### src/rtl/req_ack_arbiter_pkg.sv
// Shared types and helpers for the req/ack round-robin arbiter.
package req_ack_arbiter_pkg;

    localparam int unsigned MAX_REQ   = 16;
    localparam int unsigned MAX_IDX_W = 4;

    typedef enum logic [1:0] {
        IDLE = 2'd0,
        WAIT = 2'd1,
        DONE = 2'd2
    } state_e;

    // Index width for n requesters, never below one bit.
    function automatic int unsigned idx_w(input int unsigned n);
        return (n > 1) ? $clog2(n) : 1;
    endfunction

    // First set request strictly after ptr, wrapping modulo n.
    function automatic logic [MAX_IDX_W-1:0] rr_pick(
        input logic [MAX_REQ-1:0]   req,
        input logic [MAX_IDX_W-1:0] ptr,
        input int unsigned          n
    );
        int j;
        rr_pick = '0;
        // Walk from the farthest candidate inward so the nearest one wins.
        for (int k = MAX_REQ; k >= 1; k--) begin
            if (k <= int'(n)) begin
                j = (int'(ptr) + k) % int'(n);
                if (req[j]) rr_pick = MAX_IDX_W'(j);
            end
        end
    endfunction

endpackage

### src/rtl/req_ack_arbiter_if.sv
// Requester and shared-resource handshake bundle for req_ack_arbiter.
interface req_ack_arbiter_if
    import req_ack_arbiter_pkg::*;
#(
    parameter int unsigned N_REQ = 4,
    parameter int unsigned CNT_W = 8
);
    localparam int unsigned IDX_W = idx_w(N_REQ);

    logic [N_REQ-1:0] req;
    logic [N_REQ-1:0] ack;
    logic             err;
    logic [N_REQ-1:0] gnt;
    logic [IDX_W-1:0] gnt_idx;
    logic             res_req;
    logic             res_ack;
    logic             busy;
    logic [CNT_W-1:0] timeout_cnt;
    logic             spurious_ack;

    modport slave (
        input  req, res_ack,
        output ack, err, gnt, gnt_idx, res_req, busy, timeout_cnt, spurious_ack
    );

    modport master (
        output req, res_ack,
        input  ack, err, gnt, gnt_idx, res_req, busy, timeout_cnt, spurious_ack
    );

endinterface

### src/rtl/req_ack_arbiter_rr_priority_picker.sv
// Combinational round-robin search: next requester after the priority pointer.
module rr_priority_picker
    import req_ack_arbiter_pkg::*;
#(
    parameter int unsigned N_REQ = 4,
    parameter int unsigned IDX_W = 2
) (
    input  logic [N_REQ-1:0] req,
    input  logic [IDX_W-1:0] ptr,
    output logic [IDX_W-1:0] idx_c,
    output logic             valid_c
);

    logic [MAX_REQ-1:0]   req_ext;
    logic [MAX_IDX_W-1:0] pick;

    always_comb begin
        req_ext = MAX_REQ'(req);
        pick    = rr_pick(req_ext, MAX_IDX_W'(ptr), N_REQ);
        idx_c   = IDX_W'(pick);
        valid_c = |req;
    end

endmodule

### src/rtl/req_ack_arbiter.sv
// Round-robin arbiter serialising N_REQ requesters onto one req/ack resource
// with a bounded-latency timeout. Define REQ_ACK_ARBITER_ASSERT_EN for embedded checks.
module req_ack_arbiter
    import req_ack_arbiter_pkg::*;
#(
    parameter int unsigned N_REQ   = 4,
    parameter int unsigned TIMEOUT = 3,
    parameter int unsigned CNT_W   = 8
) (
    input  logic               clk,
    input  logic               rst_n,
    req_ack_arbiter_if.slave   bus
);

    localparam int unsigned IDX_W = idx_w(N_REQ);
    localparam int unsigned LAT_W = $clog2(TIMEOUT + 1);

    state_e           state_q, state_n;
    logic [IDX_W-1:0] ptr_q, ptr_n;
    logic [LAT_W-1:0] lat_q, lat_n;
    logic [IDX_W-1:0] gnt_idx_q, gnt_idx_n;
    logic [N_REQ-1:0] gnt_q, gnt_n;
    logic [N_REQ-1:0] ack_q, ack_n;
    logic             err_q, err_n;
    logic             res_req_q, res_req_n;
    logic             busy_q, busy_n;
    logic [CNT_W-1:0] tcnt_q, tcnt_n;
    logic             spur_q, spur_n;
    logic [IDX_W-1:0] pick_idx;
    logic             pick_valid;

    rr_priority_picker #(
        .N_REQ (N_REQ),
        .IDX_W (IDX_W)
    ) u_picker (
        .req     (bus.req),
        .ptr     (ptr_q),
        .idx_c   (pick_idx),
        .valid_c (pick_valid)
    );

    // State and registered outputs; reset aborts any open transaction silently.
    always_ff @(posedge clk) begin
        if (!rst_n) begin
            state_q   <= IDLE;
            ptr_q     <= IDX_W'(N_REQ - 1);
            lat_q     <= '0;
            gnt_idx_q <= '0;
            gnt_q     <= '0;
            ack_q     <= '0;
            err_q     <= 1'b0;
            res_req_q <= 1'b0;
            busy_q    <= 1'b0;
            tcnt_q    <= '0;
            spur_q    <= 1'b0;
        end else begin
            state_q   <= state_n;
            ptr_q     <= ptr_n;
            lat_q     <= lat_n;
            gnt_idx_q <= gnt_idx_n;
            gnt_q     <= gnt_n;
            ack_q     <= ack_n;
            err_q     <= err_n;
            res_req_q <= res_req_n;
            busy_q    <= busy_n;
            tcnt_q    <= tcnt_n;
            spur_q    <= spur_n;
        end
    end

    // Next-state and next-output logic; ack/err are single-cycle pulses.
    always_comb begin
        state_n   = state_q;
        ptr_n     = ptr_q;
        lat_n     = lat_q;
        gnt_idx_n = gnt_idx_q;
        gnt_n     = gnt_q;
        ack_n     = '0;
        err_n     = 1'b0;
        res_req_n = res_req_q;
        tcnt_n    = tcnt_q;
        spur_n    = spur_q | (bus.res_ack && state_q != WAIT);

        unique case (state_q)
            IDLE: begin
                if (pick_valid) begin
                    gnt_idx_n = pick_idx;
                    gnt_n     = N_REQ'(1) << pick_idx;
                    res_req_n = 1'b1;
                    lat_n     = '0;
                    state_n   = WAIT;
                end
            end
            WAIT: begin
                if (bus.res_ack) begin
                    res_req_n = 1'b0;
                    ack_n     = N_REQ'(1) << gnt_idx_q;
                    state_n   = DONE;
                end else if (lat_q == LAT_W'(TIMEOUT - 1)) begin
                    res_req_n = 1'b0;
                    ack_n     = N_REQ'(1) << gnt_idx_q;
                    err_n     = 1'b1;
                    if (tcnt_q != '1) tcnt_n = tcnt_q + CNT_W'(1);
                    state_n   = DONE;
                end else begin
                    lat_n = lat_q + LAT_W'(1);
                end
            end
            DONE: begin
                gnt_n   = '0;
                ptr_n   = gnt_idx_q;
                state_n = IDLE;
            end
            default: state_n = IDLE;
        endcase

        busy_n = (state_n != IDLE);
    end

    assign bus.ack          = ack_q;
    assign bus.err          = err_q;
    assign bus.gnt          = gnt_q;
    assign bus.gnt_idx      = gnt_idx_q;
    assign bus.res_req      = res_req_q;
    assign bus.busy         = busy_q;
    assign bus.timeout_cnt  = tcnt_q;
    assign bus.spurious_ack = spur_q;

`ifdef REQ_ACK_ARBITER_ASSERT_EN
    a_gnt_onehot: assert property (@(posedge clk) disable iff (!rst_n) $onehot0(gnt_q));
    a_ack_onehot: assert property (@(posedge clk) disable iff (!rst_n) $onehot0(ack_q));
    a_res_bound:  assert property (@(posedge clk) disable iff (!rst_n)
                                   res_req_q |-> ##[1:TIMEOUT] !res_req_q);
    a_err_ack:    assert property (@(posedge clk) disable iff (!rst_n) err_q |-> |ack_q);

    for (genvar i = 0; i < int'(N_REQ); i++) begin : g_live
        a_live: assert property (@(posedge clk) disable iff (!rst_n)
            (bus.req[i] && gnt_q == '0 && state_q == IDLE && pick_idx == IDX_W'(i))
            |-> ##[2:TIMEOUT+1] ack_q[i]);
    end
`else
`endif

endmodule

### src/flat_wrapper.sv
// flat-port wrapper written by rule: the top's interface ports become plain ports
module req_ack_arbiter_flat import req_ack_arbiter_pkg::*;
#(
    parameter int unsigned N_REQ   = 4,
    parameter int unsigned TIMEOUT = 3,
    parameter int unsigned CNT_W   = 8
)
  (clk, rst_n, bus_req, bus_res_ack, bus_ack, bus_err, bus_gnt, bus_gnt_idx, bus_res_req, bus_busy, bus_timeout_cnt, bus_spurious_ack);
  req_ack_arbiter_if #(.N_REQ(N_REQ), .CNT_W(CNT_W)) bus_i ();
  input  logic clk;
  input  logic rst_n;
  input wire logic [$bits(bus_i.req)-1:0] bus_req;
  input wire logic [$bits(bus_i.res_ack)-1:0] bus_res_ack;
  output wire logic [$bits(bus_i.ack)-1:0] bus_ack;
  output wire logic [$bits(bus_i.err)-1:0] bus_err;
  output wire logic [$bits(bus_i.gnt)-1:0] bus_gnt;
  output wire logic [$bits(bus_i.gnt_idx)-1:0] bus_gnt_idx;
  output wire logic [$bits(bus_i.res_req)-1:0] bus_res_req;
  output wire logic [$bits(bus_i.busy)-1:0] bus_busy;
  output wire logic [$bits(bus_i.timeout_cnt)-1:0] bus_timeout_cnt;
  output wire logic [$bits(bus_i.spurious_ack)-1:0] bus_spurious_ack;
  assign bus_i.req = bus_req;
  assign bus_i.res_ack = bus_res_ack;
  assign bus_ack = bus_i.ack;
  assign bus_err = bus_i.err;
  assign bus_gnt = bus_i.gnt;
  assign bus_gnt_idx = bus_i.gnt_idx;
  assign bus_res_req = bus_i.res_req;
  assign bus_busy = bus_i.busy;
  assign bus_timeout_cnt = bus_i.timeout_cnt;
  assign bus_spurious_ack = bus_i.spurious_ack;
  req_ack_arbiter #(.N_REQ(N_REQ), .TIMEOUT(TIMEOUT), .CNT_W(CNT_W)) u_core (.clk(clk), .rst_n(rst_n), .bus(bus_i));
endmodule
### config.mk
export PLATFORM = sky130hd
export DESIGN_NAME = req_ack_arbiter_flat
export DESIGN_NICKNAME = d
export VERILOG_FILES = /design/src/rtl/req_ack_arbiter_pkg.sv /design/src/rtl/req_ack_arbiter_if.sv /design/src/rtl/req_ack_arbiter_rr_priority_picker.sv /design/src/rtl/req_ack_arbiter.sv /design/src/flat_wrapper.sv
export SDC_FILE = /design/constraint.sdc
export NUM_CORES = 1
export LEC_CHECK = 0
export ABC_AREA = 1
export CORE_ASPECT_RATIO = 0.7
export CORE_MARGIN = 10
export CORE_UTILIZATION = 35
export CTS_BUF_LIST = sky130_fd_sc_hd__clkbuf_8 sky130_fd_sc_hd__clkbuf_16
export DETAILED_ROUTE_END_ITERATION = 8
export GPL_TIMING_DRIVEN = 0
export PLACE_DENSITY = 0.57
export SETUP_SLACK_MARGIN = 0.4
export SYNTH_ARGS = -nofsm -noshare
export SYNTH_HDL_FRONTEND = slang
export SYNTH_HIERARCHICAL = 1
export SYNTH_SLANG_ARGS = --single-unit
### constraint.sdc
create_clock -name clk -period 2.3 [get_ports clk]
set_input_delay 0.46 -clock clk [delete_from_list [all_inputs] [get_ports clk]]
set_output_delay 0.46 -clock clk [all_outputs]
set_load 0.01 [all_outputs]
* Word level (Yosys, flattened, before mapping)
Cells that the tools add are included.
** Storage, ports and cells
- Flip-flop bits (word level) :: 28
- Input bits :: 7
- Output and inout port bits :: 22
- Logic and storage cells :: 90
** Operators by class
- $add $sub $neg :: 6
- Magnitude comparators :: 4
- Equal/unequal tests :: 9
- Shift-type cells :: 2
- Muxes and demuxes :: 33
- Bitwise gates (word level) :: 8
- Reduce and logical (&&, ||, !) cells :: 17
** Operators by type and width (number)
- $lt 3x6->1 const B :: 4
- $mux 2 :: 10
- $bmux 1 s3 :: 4
- $mux 1 :: 12
- $mux 4 :: 3
- $add 8x1->8 const B :: 1
- $ne 8x8->1 const B :: 1
- $pmux 2 s2 :: 2
- $pmux 4 s2 :: 1
- $reduce_and 4->1 :: 2
- $reduce_or 2->1 :: 4
- $shl 1x2->4 const A :: 2
- $add 2x1->2 const B :: 3
- $reduce_and 2->1 :: 3
- $reduce_bool 2->1 :: 3
- $add 2x2->2 const B :: 2
- $and 1x1->1 const A :: 4
- $eq 2x2->1 const B :: 2
- $ne 2x1->1 const B :: 2
- $ne 2x2->1 const B :: 2
- $reduce_or 4->1 :: 1
- $ne 3x2->1 const B :: 1
- $not 1->1 :: 3
- $reduce_and 3->1 :: 1
- 6 further kinds :: 6

* Logic depth before layout (Yosys ltp)
Gate-level depths: netlist (run 1).
- Word-level depth :: 13
- Depth in mapped cells :: 14
- Depth with buffers taken out :: 13

* By module
The synthesis (run 1) kept the hierarchy.
** By module, submodules not included
- req_ack_arbiter :: instances 1, cells an instance 160, area each 1224.9 um2, seq. area each 560.5 um2
- rr_priority_picker :: instances 1, cells an instance 51, area each 266.5 um2, seq. area each 0.0 um2

* Worst setup path after synthesis (run 1)
No wires, ideal clock.
- Kind :: input to register
- Start :: input bus_req[3]
- End :: register u_core.gnt_q[0], in the netlist u_core/bus.gnt[0]
- Setup time :: 0.069 ns
- Data arrival time :: 1.318 ns
- Data required time :: 2.231 ns
- Slack :: 0.914 ns
- Stages :: 10
- Cell sequence :: inv_1 -> o21ai_2 -> nand2_2 -> nand3_1 -> nand3_1 -> nand2_1 -> nand2_1 -> nor2_1 -> nand2_1 -> a21oi_2
** On the way
- Cells in the longest elaborated chain, start to end :: 10
** RTL lines
- start, declared :: RTL line flat_wrapper.sv:12 : input wire logic [$bits(bus_i.req)-1:0] bus_req;
- $bmux 1 s3 :: RTL line req_ack_arbiter_pkg.sv:30 : if (req[j]) rr_pick = MAX_IDX_W'(j);
- $mux 1 (not written as such) (2 in a row) :: RTL line req_ack_arbiter_pkg.sv:30
- $mux 2 (3 in a row) :: RTL line req_ack_arbiter_pkg.sv:30
- $mux 2 * :: RTL line req_ack_arbiter_pkg.sv:30
- named net u_core.pick_idx[0] :: RTL line req_ack_arbiter.sv:29 : logic [IDX_W-1:0] pick_idx;
- $shl 1x2->4 * :: RTL line req_ack_arbiter.sv:88 : gnt_n = N_REQ'(1) << pick_idx;
- $mux 4 * :: RTL line req_ack_arbiter.sv:86 : if (pick_valid) begin
- $pmux 4 s2 * :: RTL line req_ack_arbiter.sv:84 : unique case (state_q)
- end signal, assigned :: RTL line req_ack_arbiter.sv:61 : gnt_q <= gnt_n;
- end, declared :: RTL line req_ack_arbiter.sv:22 : logic [N_REQ-1:0] gnt_q, gnt_n;
Mark *: on every way through the listed nets, which the timed path passes. The rest lies on a longest branch. The select of a mux whose other input is x is not followed.
A chain may end at the register's enable or synchronous reset.

* Final worst setup path (run 1)
- Start :: register u_core.tcnt_q[2], in the netlist u_core/bus.timeout_cnt[2]
- End :: output bus_timeout_cnt[2]
** RTL lines
- start, declared :: RTL line req_ack_arbiter.sv:27 : logic [CNT_W-1:0] tcnt_q, tcnt_n;
- start signal, assigned :: RTL line req_ack_arbiter.sv:66 : tcnt_q <= tcnt_n;
- end, declared :: RTL line flat_wrapper.sv:20 : output wire logic [$bits(bus_i.timeout_cnt)-1:0] bus_timeout_cnt;
No word-level cell between the ends.

==> impl_metrics.yaml, run 1 <==
setup_path:
  endpoint_kind: "output port"
  worstSetupPathType: "reg2out"
  r2r_cells: 12
  crit_path_max_incr_delay_ps: 570
  cpLargestDelayFamily: "buffers and inverters"
  crit_path_start_kind: "register"
  cp.depth: 1
  cp_max_fo: 6
  path_cells: "clkdlybuf4s50_1"
  cp_data_arrival_time_ps: 1280
  slowest_stage: "clkdlybuf4s50_1"
  cp_data_required_time_ps: 1840
  path_buf_inv: 1
synthesis:
  ys_warn_count: 6
  ys.flop_type: "dfxtp_1"
  ys_ff_latch: 28
  synth_area_per_cell_um2: 7.07
  syn-cell-area_um2: 1490
  synth_common_cells: "nand2_1, inv_1, dfxtp_1"
  synth_nets: 221
  synthCells: 211
  ys_async_sr_fraction_pct: 0
  seq_area_frac_synth_pct: 37.6
  synth_top_area_share_pct: 37.6
  synth.distinct_cells: 28
  synthTopCellsByArea: "dfxtp_1, nand2_1, inv_1, nor2_1, nand3_1"
  synth_most_common_cell: "nand2_1"
  synth_area_leader_cell: "dfxtp_1"
  synth_edf_count: 0
clock_network:
  cts.root.buffer_cell: "clkbuf_8"
  cts_hold_buf: 0
  htree_levels: 1
  cts.repair.resized: 0
  cts_tree: "yes"
  cts_setup_buffers: 0
  cts.sink_count: 28
  cts_buffer_depth: 2
  cts_buffers: 3
  clk_pin_slew_ps: 100
  clk_latency_ps: 280
sta:
  fmax_mhz: 574
  slew_viol_final: 0
  fin_setup_tns_ps: 0
  final-hold-violation-count: 0
  max_slew_margin_pct: 64.2
  post-route-period-util_pct: 75.8
  setup_viol: 0
  skew_ps: 13.5
  worst_pin_slew_ps: 537
  rsz0062_at_grt: "no"
  hold_ws_ps: 474
  finalCriticalPeriod_ps: 1740
route:
  ant_nets: 0
  vias: 1324
  wl_per_cell_um: 11.6
  drc: 0
  drtPass1Iterations: 4
  drt_iter0_drc: 58
  via_per_inst: 4.49
  routed_wl_um: 3410
global_routing:
  grt_use_met3_pct: 4.39
  overflow: 0
  grt_max_degree: 17
  busiest_layer: "met2"
  use_met2_pct: 12.9
  grt_use_total_pct: 9.35
  antenna_found_initial: 0
  grt_first_pass_wirelength_um: 5820
  gr-usage-met1_pct: 12.8
  grt_pass1_vias: 1230
outcome:
  outcome: "complete, no violations"
die:
  start_util_pct: 37.1
  dieArea_um2: 7310
  io_pins: 29
  dieWidth_um: 98.0
  core-area_um2: 4020
  die_h_um: 74.6
  placementRows: 19
cells_and_area:
  fillers: 430
  antennaDiodeCount: 0
  nNetsFinal: 254
  drive_above_1_share_pct: 17.7
  syn_to_final_growth_pct: 28.8
placed_design:
  hpwl_um: 2710
  io_buffers: 28
  place_congestion: 0.772
power_and_ir_drop:
  pwr_density_cell_nw_per_um2: 640
  vdd_drop_max_uv: 409
  leakagePower_nw: 0.844
hold_path:
  hold-path-cell-count: 2
  hold_class: "reg2reg"
flow_run:
  cap_violations: 0
-- through the flow --
stage / setup slack (ps) / std cells / utilization [%] / instance area, um^2 / power (mW)
floorplan: 914 / 211 / - / 1490 / 0.748
global placement: 222 / 291 / 45.7 / 1840 / 0.850
detailed placement: 197 / 291 / 45.7 / 1840 / 0.852
CTS: 484 / 295 / 47.5 / 1910 / 1.24
global route: 438 / 295 / 47.8 / 1920 / 1.30
finish: 557 / 295 / 47.8 / 1920 / 1.23
-- power by group --
part / switching [mW] / total, mW / leakage, nW / internal, mW
Combinational: 0.180 / 0.304 / 0.580 / 0.124
Clock: 0.150 / 0.383 / 0.0357 / 0.233
Sequential: 0.0224 / 0.542 / 0.229 / 0.519
-- routing by layer --
metal / share of wire, % / vias to the layer above / wire length (um)
li1: - / 727 / -
met1: 55 / 577 / 1890
met2: 37 / 18 / 1270
met3: 6.8 / 2 / 233
met4: 0.47 / 0 / 16
met5: 0 / - / 0
-- area by class of cell --
type | instances | area [um^2] | share of cell area, %
multi-input combinational | 142 | 772 | 40.2
clock inverter | 1 | 30.0 | 1.56
timing repair buffer | 28 | 283 | 14.7
buffer | 3 | 18.8 | 0.977
clock buffer | 3 | 41.3 | 2.15
inverter | 38 | 150 | 7.82
tap | 52 | 65.1 | 3.39
sequential | 28 | 561 | 29.2
-- logic make-up (layout without fill, tap and decap cells) --
group	Yosys count	after routing	synth area share [%]
adders and majority gates	3	3	2.52
AOI/OAI and AO/OA	26	26	11.9
and+or+nand+nor	112	112	36.1
xor gates and xnor gates	1	1	0.587
buffers and inverters	41	73	11.3
DFF	28	28	37.6
-- final timing paths --
check	end	start	slack [ps]
min reg2reg	u_core/bus.gnt[2]$_SDFFE_PN0P_	u_core/bus.gnt[2]$_SDFFE_PN0P_	470
max reg2reg	u_core/bus.gnt[2]$_SDFFE_PN0P_	u_core/ptr_q[0]$_SDFFE_PN1P_	790
min	u_core/bus.gnt[2]$_SDFFE_PN0P_	u_core/bus.gnt[2]$_SDFFE_PN0P_	470
max	bus_timeout_cnt[2]	u_core/bus.timeout_cnt[2]$_SDFFE_PN0P_	560
-- flip-flops by register name (all words and copies together), names as in the netlist, 2 cells and up --
register,flops
u_core/bus.gnt_idx,2
u_core/bus.gnt,4
u_core/state_q,2
u_core/bus.ack,4
u_core/lat_q,2
u_core/bus.timeout_cnt,8
u_core/ptr_q,2
-- layout by cell type (no fill, tap or decap), types with 2 or more instances in the layout --
cell type        Yosys  routed
o21ai_0              2       2
nand2_2              8       9
dfxtp_1             28      28
o21ai_2              3       3
inv_1               29      28
inv_2                6       7
clkbuf_1             2       2
clkdlybuf4s50_1      0      27
nand4_1              2       2
o211ai_1             2       2
nor2_2               3       3
a21oi_2              7       7
nor3_1               6       6
nand3_1             13      13
clkbuf_8             0       3
o21ai_1              6       6
nor2_1              27      26
nand3b_1             2       2
nand2_4              2       2
nand2_1             45      44
inv_4                3       3
a211oi_1             2       2
a21oi_1              4       4
ha_1                 3       3
Note: power is estimated with default switching activity, not from simulation.
==> inputs of run 2 (changes only) <==
Settings changed: PLACE_DENSITY 0.57 to 0.59.
Clock period 2.3 ns to 1.47 ns, I/O delays scaled along.
==> impl_metrics.yaml, run 2 (synthesis gave the netlist of run 1 again) <==
sta:
  skew_ps: 5.83
  worst_pin_slew_ps: 294
  rsz0062_at_grt: "yes"
  slew_viol_final: 0
  setup_viol: 3
  finalCriticalPeriod_ps: 1500
  max_slew_margin_pct: 80.4
  post-route-period-util_pct: 102
  fmax_mhz: 669
  hold_ws_ps: 383
  fin_setup_tns_ps: -42.1
  setup_slack_ps: -25.6
  final-hold-violation-count: 0
global_routing:
  grt_first_pass_wirelength_um: 6520
  grt_max_degree: 16
  grt_use_total_pct: 10.8
  antenna_found_initial: 0
  overflow: 0
  grt_pass1_vias: 1340
clock_network:
  cts_buffer_depth: 2
  clk_latency_ps: 280
  cts.sink_count: 28
  cts_buffers: 3
  cts.root.buffer_cell: "clkbuf_8"
  clk_pin_slew_ps: 100
  cts_hold_buf: 0
  htree_levels: 1
  cts_tree: "yes"
cells_and_area:
  postLayoutCoreUtil_pct: 59.5
  layout_common_cells: "nand2_1, inv_1, nor2_1, dfxtp_2, buf_4"
  nNetsFinal: 274
  final_cell_area_um2: 2390
  antennaDiodeCount: 0
  mostFrequentLayoutCell: "nand2_1"
  largest_register_ff_count: 8
  drive_above_1_share_pct: 58.9
  finalNonFillerCells: 315
  syn_to_final_growth_pct: 60.4
setup_path:
  startpoint: "u_core/ptr_q[0]$_SDFFE_PN1P_"
  cp_data_arrival_time_ps: 1660
  crit_path_max_incr_delay_ps: 370
  timing.rr.start: "u_core/ptr_q[0]$_SDFFE_PN1P_"
  crit_path_start_kind: "register"
  cp_max_fo: 5
  crit_path_end: "u_core/bus.gnt[1]$_SDFFE_PN0P_"
  r2r_cells: 11
  reg2reg_to: "u_core/bus.gnt[1]$_SDFFE_PN0P_"
  slowest_stage: "dfxtp_4"
  endpoint_kind: "register"
  worstSetupPathType: "reg2reg"
  path_buf_inv: 2
  cp_data_required_time_ps: 1630
  r2r_setup_slack_ps: -30
  cpLargestDelayFamily: "simple AND/OR/NAND/NOR gates"
  cp.depth: 11
  path_cells: "buf_12 -> inv_8 -> nand2_4 -> nand2_4 -> nor2_1 -> o21ai_1 -> nand2_1 -> a21oi_4 -> nor2_2 -> nand2_1 -> a21oi_2"
flow_run:
  cap_violations: 0
route:
  wl_per_cell_um: 13.2
  drt_iter0_drc: 77
  drtPass1Iterations: 5
  routed_wl_um: 4160
  drc: 0
  vias: 1455
  via_per_inst: 4.62
  ant_nets: 0
placed_design:
  io_buffers: 28
  place_ws_ps: -375
  hpwl_um: 2740
  place_congestion: 0.780
  place_inst: 291
  placed_area_um2: 1940
power_and_ir_drop:
  vdd_drop_max_uv: 402
  p_total_mw: 1.96
  pwr_density_cell_nw_per_um2: 819
  leakagePower_nw: 1.10
die:
  placementRows: 19
  dieWidth_um: 98.0
  dieArea_um2: 7310
  start_util_pct: 37.1
  die_h_um: 74.6
  io_pins: 29
  core-area_um2: 4020
outcome:
  failed_checks: "negative setup slack"
  outcome: "finished with violations"
hold_path:
  hold_class: "in2reg"
[run 2: cell types whose count changed in the layout (fill, tap and decap cells not counted), sizes merged]
cell | previous run | this run
clkdlybuf4s15 | 0 | 2
dlymetal6s2s | 1 | 0
dlygate4sd2 | 0 | 6
bufinv | 1 | 0
buf | 1 | 40
clkbuf | 5 | 6
clkinv | 0 | 1
clkdlybuf4s50 | 27 | 0
[run 2: final cells by class]
| cell class | count | area, um^2 |
|---|---|---|
| Inverter | 38 | 173 |
| Sequential cell | 28 | 602 |
| Timing Repair Buffer | 48 | 417 |
| Buffer | 3 | 30.0 |
| Tap cell | 52 | 65.1 |
| Clock inverter | 1 | 3.75 |
| Multi-Input combinational cell | 142 | 1060 |
| Fill cell | 347 | 1630 |
| Clock buffer | 3 | 41.3 |
[run 2: repair_timing]
action / 4_1_cts / 5_1_grt
endpoints found under the setup margin: 49 / 38
resized for setup: 150 / 39
endpoints found under the hold margin: 0 / 0
setup buffers: 12 / 7
cloned: 0 / 1
pin swaps: 26 / 24
[run 2: how the worst min path moves through the flow]
stage                                       start                                  to  slack, ps  cells after the start
2_1_floorplan                         bus_res_ack           u_core/bus.err$_SDFF_PP0_        370                      1
3_3_place_gp       u_core/bus.gnt[1]$_SDFFE_PN0P_      u_core/bus.gnt[1]$_SDFFE_PN0P_        460                      2
3_5_place_dp   u_core/bus.spurious_ack$_SDFF_PN0_  u_core/bus.spurious_ack$_SDFF_PN0_        470                      2
4_1_cts                               bus_res_ack           u_core/bus.err$_SDFF_PP0_        370                      2
5_1_grt                               bus_res_ack           u_core/bus.err$_SDFF_PP0_        380                      2
6_report                              bus_res_ack           u_core/bus.err$_SDFF_PP0_        380                      2
[run 2: routing by layer]
metal  share of wire, %  vias up  track usage (%)
li1                   -      771                -
met1                 50      658             15.3
met2                 44       24             15.0
met3                5.5        2             3.75
met4               0.46        0             2.41
met5                  0        -                0
[run 2: worst reg2reg max path, delay by kind of cell, from the launching register on]
family          cells  cell delay, ps
flops               1             370
compound gates      3             370
simple gates        6             450
buf+inv             2             200
[run 2: power by group]
| group | switching [mW] | internal, mW | total [mW] |
|---|---|---|---|
| logic | 0.387 | 0.287 | 0.675 |
| clock network | 0.239 | 0.188 | 0.427 |
| registers | 0.0427 | 0.815 | 0.858 |
| total | 0.670 | 1.29 | 1.96 |
